### config.mk
export PLATFORM = sky130hd
export DESIGN_NAME = muldiv_sequencer
export DESIGN_NICKNAME = d
export VERILOG_FILES = /design/src/rtl/muldiv_sequencer.sv
export SDC_FILE = /design/constraint.sdc
export NUM_CORES = 1
export LEC_CHECK = 0
export BUFFER_PORTS_ARGS = -buffer_cell sky130_fd_sc_hd__buf_2
export CAP_MARGIN = 10
export CORE_MARGIN = 1
export CORE_UTILIZATION = 50
export CTS_CLUSTER_SIZE = 40
export DETAILED_ROUTE_END_ITERATION = 10
export PLACE_DENSITY = 0.75
export SLEW_MARGIN = 40
export SYNTH_ARGS = -nofsm -noshare
export SYNTH_HDL_FRONTEND = slang
export SYNTH_SLANG_ARGS = --single-unit
### constraint.sdc
create_clock -name clock -period 3.6 [get_ports clock]
set_input_delay 0.54 -clock clock [delete_from_list [all_inputs] [get_ports clock]]
set_output_delay 0.54 -clock clock [all_outputs]
set_load 0.01 [all_outputs]
### src/rtl/muldiv_sequencer.sv
// muldiv_sequencer
// Sequences the shared iterative multiplier and divider of the multicycle MIPS core.
// It turns one-cycle start requests into load/step strobes, counts iterations,
// commits the result to HI/LO and reports completion or divide-by-zero to control.
module muldiv_sequencer #(
  parameter int ITER_MUL = 32,
  parameter int ITER_DIV = 32,
  parameter int CNT_W    = 6
) (
  input  logic clock,
  input  logic Reset,
  input  logic CtoM,
  input  logic CtoD,
  input  logic divisor_zero,
  output logic mul_load,
  output logic mul_step,
  output logic div_load,
  output logic div_step,
  output logic divOrMul,
  output logic writeH,
  output logic writeL,
  output logic busy,
  output logic MtoC,
  output logic DtoC,
  output logic DivZero
);

  typedef enum logic [2:0] {
    IDLE,
    MLOAD,
    MRUN,
    DLOAD,
    DRUN,
    DZERO,
    WRHL
  } state_t;

  // Final counter value of each run phase; the run lasts ITER cycles starting from 0.
  localparam logic [CNT_W-1:0] MulLast = CNT_W'(ITER_MUL - 1);
  localparam logic [CNT_W-1:0] DivLast = CNT_W'(ITER_DIV - 1);

  state_t           state_q, state_d;
  logic [CNT_W-1:0] cnt_q, cnt_d;
  logic             divOrMul_q, divOrMul_d;

  // State, iteration counter and HI/LO source select registers.
  always_ff @(posedge clock) begin
    if (Reset) begin
      state_q    <= IDLE;
      cnt_q      <= '0;
      divOrMul_q <= 1'b0;
    end else begin
      state_q    <= state_d;
      cnt_q      <= cnt_d;
      divOrMul_q <= divOrMul_d;
    end
  end

  // Next-state logic plus strobes decoded purely from the registered state.
  always_comb begin
    state_d    = state_q;
    cnt_d      = cnt_q;
    divOrMul_d = divOrMul_q;
    mul_load   = 1'b0;
    mul_step   = 1'b0;
    div_load   = 1'b0;
    div_step   = 1'b0;
    writeH     = 1'b0;
    writeL     = 1'b0;
    busy       = 1'b1;
    MtoC       = 1'b0;
    DtoC       = 1'b0;
    DivZero    = 1'b0;
    unique case (state_q)
      IDLE: begin
        busy = 1'b0;
        if (CtoM) begin
          state_d = MLOAD;
        end else if (CtoD) begin
          state_d = divisor_zero ? DZERO : DLOAD;
        end
      end
      MLOAD: begin
        mul_load   = 1'b1;
        cnt_d      = '0;
        divOrMul_d = 1'b0;
        state_d    = MRUN;
      end
      MRUN: begin
        mul_step = 1'b1;
        cnt_d    = cnt_q + CNT_W'(1);
        if (cnt_q == MulLast) begin
          state_d = WRHL;
        end
      end
      DLOAD: begin
        div_load   = 1'b1;
        cnt_d      = '0;
        divOrMul_d = 1'b1;
        state_d    = DRUN;
      end
      DRUN: begin
        div_step = 1'b1;
        cnt_d    = cnt_q + CNT_W'(1);
        if (cnt_q == DivLast) begin
          state_d = WRHL;
        end
      end
      DZERO: begin
        DivZero = 1'b1;
        state_d = IDLE;
      end
      WRHL: begin
        writeH  = 1'b1;
        writeL  = 1'b1;
        MtoC    = ~divOrMul_q;
        DtoC    = divOrMul_q;
        state_d = IDLE;
      end
      default: begin
        state_d = IDLE;
      end
    endcase
  end

  assign divOrMul = divOrMul_q;

endmodule
After elaboration in Yosys (flattened, before gate mapping):

Index checks and enable logic that the tools add are counted.

* add/subtract/negate cells: 1
* eq/ne operators: 9
* mux-type cells: 16
* bitwise gates (word level): 1
* reductions and logical operators: 6

Operators by type and width (number)
* 2-to-1 mux 3 bit: 4
* one-hot mux 3 bit (4 select lines): 1
* one-hot mux 6 bit (2 select lines): 1
* == test 3 bit, second input constant: 3
* 2-to-1 mux 1 bit: 9
* adder 6 x 1 -> 6 bit, second input constant: 1
* == test 3 x 2 -> 1 bit, second input constant: 2
* == test 6 x 5 -> 1 bit, second input constant: 1
* nonzero test 2 bit: 2
* OR reduction 2 bit: 2
* == test 3 x 1 -> 1 bit, second input constant: 1
* zero test 3 bit: 1
* inequality test 3 bit, second input constant: 1
* inequality test 2 x 1 -> 1 bit, second input constant: 1
* one-hot mux 1 bit (2 select lines): 1
* AND reduction 2 bit: 1
* inverter 1 bit: 1

* bits in registers: 10
* logic and storage cells: 36

Logic depth before layout (Yosys ltp):

Gate-level depths: netlist of the first run.

* depth after elaboration: 4
* depth in mapped cells: 5
* depth with buffers taken out: 4

Worst setup path before layout of the first run:

No wires, ideal clock.

* path kind: register to output
* from: register state_q[1]
* to: output port MtoC
* arrival time: 1.190 ns
* slack: 1.870 ns
* stages on the path, launching flop included: 5
* path buffers: 2
* path through: dfxtp_1 buf_2 clkbuf_1 and2_1 nor2b_1

* word-level cells in the longest chain between the ends: 2

Ends and longest elaborated chain
* from (decl): RTL line 42 `state_t state_q, state_d;`
* from (signal assigned): RTL line 53 `state_q <= state_d;`
* == test 3 bit: RTL line 74 `unique case (state_q)`
* 2-to-1 mux 1 bit: RTL line 74
* to (decl): RTL line 23 `output logic MtoC,`

Every way passes these cells.

Final worst setup path of the first run:

* from: register state_q[2]
* to: output port MtoC

Same word-level chain as after synthesis.

==> results of run 1 <==
## path summary, 6_finish.rpt
check,to,cells after the start
worst min-delay path,cnt_q[3],2
worst max register to register,cnt_q[4],3
worst max-delay path,MtoC,4
worst min register to register,cnt_q[3],2
## routing by layer
layer  wire, um  track usage, %  vias up
met1        728            29.1      329
met4          0            2.59        0
met5          0               0        -
li1           -               -      347
met2        685            32.8       20
met3         98            10.8        0
## cells by family after synthesis
group,synth area share [%]
multiplexers,1.43
XOR/XNOR,2.50
adder cells (fa/ha/maj),1.79
buffers and inverters,9.11
flip-flops,28.6
AO/OA/AOI/OAI,19.5
AND/OR/NAND/NOR,37.1
## Yosys cell counts (all sizes together) (3+ instances only)
library cell	instances
dfxtp	10
or3	3
inv	4
a21oi	4
nand4b	3
a31oi	3
buf	6
nor2	5
nor3b	4
nand2	6
or4b	3
## critical path, delay by kind of cell, from the launching register on
kind / cells / cell delay (ps)
flops: 1 / 720
simple gates: 3 / 620
buf+inv: 1 / 130
## final cells by class
cell class | instances | area (um2)
Clock buffer | 4 | 36.3
Fill cell | 116 | 519
Inverter | 4 | 15.0
Multi-Input combinational cell | 64 | 437
Sequential cell | 10 | 200
Tap cell | 15 | 18.8
Timing Repair Buffer | 15 | 75.1
## per-stage QoR
stage / power (mW) / instance area (um2)
2_1_floorplan: 0.228 / 701
4_1_cts: 0.350 / 782
5_1_grt: 0.373 / 782
3_3_place_gp: 0.244 / 746
6_report: 0.348 / 782
3_5_place_dp: 0.249 / 746
## registers in the layout (all words and copies together), names as in the netlist
name and cells:
cnt_q 6, divOrMul 1, state_q 3
## report_power, final
group / total (mW) / internal, mW / switching (mW)
Clock: 0.101 / 0.0614 / 0.0395
Sequential: 0.153 / 0.122 / 0.0315
Combinational: 0.0942 / 0.0475 / 0.0467
==> results.toml, run 1 <==
[route]
avgRoutedWirePerCell_um = 13.5
antenna_left = 0
drc = 0
vias_per_cell = 6.21
drt-pass1-iter-count = 4
drtIter0Drc = 17
wirelength_um = 1510
vias = 696

[logic_synthesis]
synth_top_area_share_pct = 28.6
synth-seq-cells = 10
synth.yosys.warnings = 0
synth_cell_types = 39
async_reset_ff_share_pct = 0
synth_edf_count = 0
synth_top_area_cell = "dfxtp_1"
syn-num-nets = 92
ys_top_cells_by_area = "dfxtp_1 29%, or4b_1 4.3%, nor3b_1 4.3%"
ys_seq_area_share_pct = 28.6
syn-instance-count = 86
syn_area_um2 = 701
ys.flop_type = "dfxtp_1"
syn_area_per_cell_um2 = 8.15

[job]
timing.max_cap.violations = 0

[min_path]
hold_path_startpoint = "cnt_q[3]"
hp-class = "register to register"

[floorplanning]
coreArea_um2 = 1300
pin_count = 16
die_area_um2 = 1560
rows = 13
die_w_um = 39.4
start_util_pct = 53.8
die_y_um = 39.4

[cells_and_area]
finalNetCount = 104
final_util_pct = 60.1
n_antenna_cell = 0
final_common_cell = "buf_2"
final_cell_mix = "15 x buf_2, 10 x dfxtp_1, 6 x nand2_1, 5 x nor2_1"
layout-drive-gt1-share_pct = 21.6
layout.cells.non_filler = 112
area_growth_pct = 11.6

[timing]
final_max_slew_viol_count = 0
whs_ps = 515
fin_crit_sh_pct = 62.9
tns_ps = 0
hold_violations = 0
setup_ws_ps = 1340
worst_pin_slew_ps = 620
finalSetupViolations = 0
fmax_mhz = 442
finalCriticalPeriod_ps = 2260
finClkSkew_ps = 2.50
max-slew-margin-rel_pct = 58.6
rsz0062_at_grt = "no"

[worst_setup_path]
critPathLaunchType = "register"
path_class = "register to primary output"
cp-startpoint = "state_q[2]"
regToRegStartpoint = "state_q[1]"
path_max_fanout = 22
crit_path_top_delay_cell = "dfxtp_1"
worst_ep_required_time_ps = 3060
arrival_ps = 1720
path_common_cell = "nor2b_1"
worstPathCellList = "nor2b_1 > and2_1 > nor2b_1 > buf_2"
slowest_delay_ps = 720
worst_setup_path_end_kind = "primary output"
rrSetupSlack_ps = 1950

[clock_network]
cts_buffers = 3
postCtsSetupRepairBufs = 0
clk_pin_slew_ps = 70
cts_resized = 0
cts_sinks = 10
htreeDepth = 1
cts_buffer_depth = 2
cts_tree = "done"
cts_root_buf = "clkbuf_4"
clock_latency_ps = 260
cts.hold.buffers_added = 0

[grt]
overflow = 0
track_usage_pct = 22.1
grt_pass1_vias = 512
antenna_found_initial = 0
grt_max_degree = 23
grt_pass1_wl_um = 2290

[place]
dp_slack_ps = 1640
port_buffers = 15
hpwl_um = 1050
dpl.cell_count = 108
gp_congestion = 0.731

[power_and_ir_drop]
p_per_area_nw_per_um2 = 445
ir_drop_v = 0.000318
p_leak_nw = 0.331

[status]
status = "finished clean"
Note: power is estimated with default switching activity, not from simulation.
==> run 2: changes to the inputs <==
--- a/config.mk
+++ b/config.mk
@@ -8,10 +8,10 @@
 export BUFFER_PORTS_ARGS = -buffer_cell sky130_fd_sc_hd__buf_2
 export CAP_MARGIN = 10
 export CORE_MARGIN = 1
-export CORE_UTILIZATION = 50
+export CORE_UTILIZATION = 46
 export CTS_CLUSTER_SIZE = 40
 export DETAILED_ROUTE_END_ITERATION = 10
-export PLACE_DENSITY = 0.75
+export PLACE_DENSITY = 0.72
 export SLEW_MARGIN = 40
 export SYNTH_ARGS = -nofsm -noshare
 export SYNTH_HDL_FRONTEND = slang
==> constraint.sdc (replaced) <==
create_clock -name clock -period 2 [get_ports clock]
set_input_delay 0.3 -clock clock [delete_from_list [all_inputs] [get_ports clock]]
set_output_delay 0.3 -clock clock [all_outputs]
set_load 0.01 [all_outputs]
==> run 2 against run 1 <==
  * Sequential power grew 76%
  * Largest power group unchanged
  * Worst setup slack lost 1100 ps
  * Register-to-register slack lost 1500 ps
  * Utilization shrank 2.1 points
  * Die area grew 8.3%
  * Sequential share of layout area is essentially flat
  * Critical path depth shrank 1
  * Routed wire length grew 2.6%
  * Final cell count grew 0.89%
  * First-iteration DRC count grew 65%
  * Power grew 83%
  * Global-route usage shrank 1.6 points
==> results.toml, run 2 (synthesis gave the netlist of run 1 again) <==
[timing]
max-slew-margin-rel_pct = 60.6
finalSetupViolations = 0
tns_ps = 0
finalCriticalPeriod_ps = 1760
hold_violations = 0
whs_ps = 288
worst_pin_slew_ps = 591
fmax_mhz = 567
final_max_slew_viol_count = 0
fin_crit_sh_pct = 88.2
setup_ws_ps = 237
finClkSkew_ps = 0.511
rsz0062_at_grt = "no"

[cells_and_area]
fillers = 130
finalNetCount = 105
top_register = "cnt_q"
multi_input_comb_area_um2 = 437
regArea_um2 = 203
final_util_pct = 58.0
area_growth_pct = 13.0
n_antenna_cell = 0
final_cell_mix = "15 x buf_2, 8 x dfxtp_1, 6 x nand2_1, 5 x nor2_1"
final_common_cell = "buf_2"
largest_reg_flops = 6
layout-drive-gt1-share_pct = 24.5

[place]
hpwl_um = 1100
port_buffers = 15
gp_congestion = 0.781
dp_slack_ps = 411

[clock_network]
clock_latency_ps = 270
htreeDepth = 1
cts_sinks = 10
cts_buffers = 3
cts_tree = "done"
cts_buffer_depth = 2
cts.hold.buffers_added = 0
cts_root_buf = "clkbuf_4"
cts_resized = 0
postCtsSetupRepairBufs = 0
clk_pin_slew_ps = 70

[worst_setup_path]
rrSetupSlack_ps = 400
arrival_ps = 1460
path_max_fanout = 20
r2r-end = "cnt_q[4]"
path_class = "register to primary output"
regToRegStartpoint = "state_q[1]"
cp-startpoint = "state_q[1]"
worst_ep_required_time_ps = 1700
rr_worst_depth = 3
worst_setup_path_end_kind = "primary output"
critPathLaunchType = "register"

[route]
drt-pass1-iter-count = 4
vias = 702
drc = 0
wirelength_um = 1550
vias_per_cell = 6.21
antenna_left = 0
avgRoutedWirePerCell_um = 13.7
drtIter0Drc = 28

[power_and_ir_drop]
p_switching_mw = 0.219
pwr-share-clk_pct = 29.5
p_per_area_nw_per_um2 = 806
switching_share_pct = 34.3
p_seq_share_pct = 42.3
p_int_mw = 0.419
p_leak_nw = 0.337
ir_drop_v = 0.000409
power_mw = 0.638
combPwrFrac_pct = 28.2

[min_path]
hold_path_startpoint = "divisor_zero"
holdPathEnd = "state_q[2]"
hp-class = "input pin to register"
hold_depth = 2

[floorplanning]
die_area_um2 = 1680
pin_count = 16
coreArea_um2 = 1370
rows = 13
start_util_pct = 51.3
die_w_um = 41.0
die_y_um = 41.0

[grt]
grt_max_degree = 21
track_usage_pct = 20.4
grt_pass1_vias = 488
overflow = 0
grt_pass1_wl_um = 2240
antenna_found_initial = 0

[status]
status = "finished clean"

[job]
timing.max_cap.violations = 0
-- run 2: cell count changes in the layout (fill, tap and decap cells not counted) --
cell     delta
buf_4       +1
dfxtp_1     -2
dfxtp_2     +2
-- run 2: how the worst max path moves through the flow --
stage,to,cells past startpoint,slack (ps)
6_report,MtoC,3,240
5_1_grt,MtoC,3,90
4_1_cts,MtoC,4,150
3_5_place_dp,cnt_q[4],3,410
3_3_place_gp,cnt_q[4],3,450
2_1_floorplan,MtoC,4,510
-- run 2: cell type report --
class,instances,share of cell area [%]
repair buffers,16,10.4
well taps,15,2.37
inverters,4,1.90
clock buffers,4,4.58
flip-flops and latches,10,25.6
multi-input cells,64,55.1
-- run 2: power by group through the flow --
stage                     clock (mW)  sequential, mW  combinational (mW)
after floorplan                    0           0.237               0.174
after global placement             0           0.270               0.174
after detailed placement           0           0.273               0.179
after CTS                      0.187           0.268               0.180
after global routing           0.200           0.276               0.201
final                          0.189           0.270               0.180
-- run 2: metrics by stage --
| step | area (um2) | std cells |
|---|---|---|
| final | 792 | 113 |
| after global routing | 792 | 113 |
| after CTS | 790 | 113 |
| after detailed placement | 753 | 109 |
| after global placement | 753 | 109 |
| after floorplan | 701 | 86 |
-- run 2: metal layers --
layer | global-route usage, % | vias up | share of wire [%]
met4 | 10.0 | 0 | 1.6
met2 | 29.3 | 34 | 44
met5 | 0 | - | 0
met1 | 29.1 | 317 | 49
li1 | - | 346 | -
met3 | 3.26 | 5 | 5.6
-- run 2: critical path, stage by stage (launching register included) --
cell	delay [ps]
dfxtp_1	700
and2_1	240
nor2b_1	120
buf_2	130
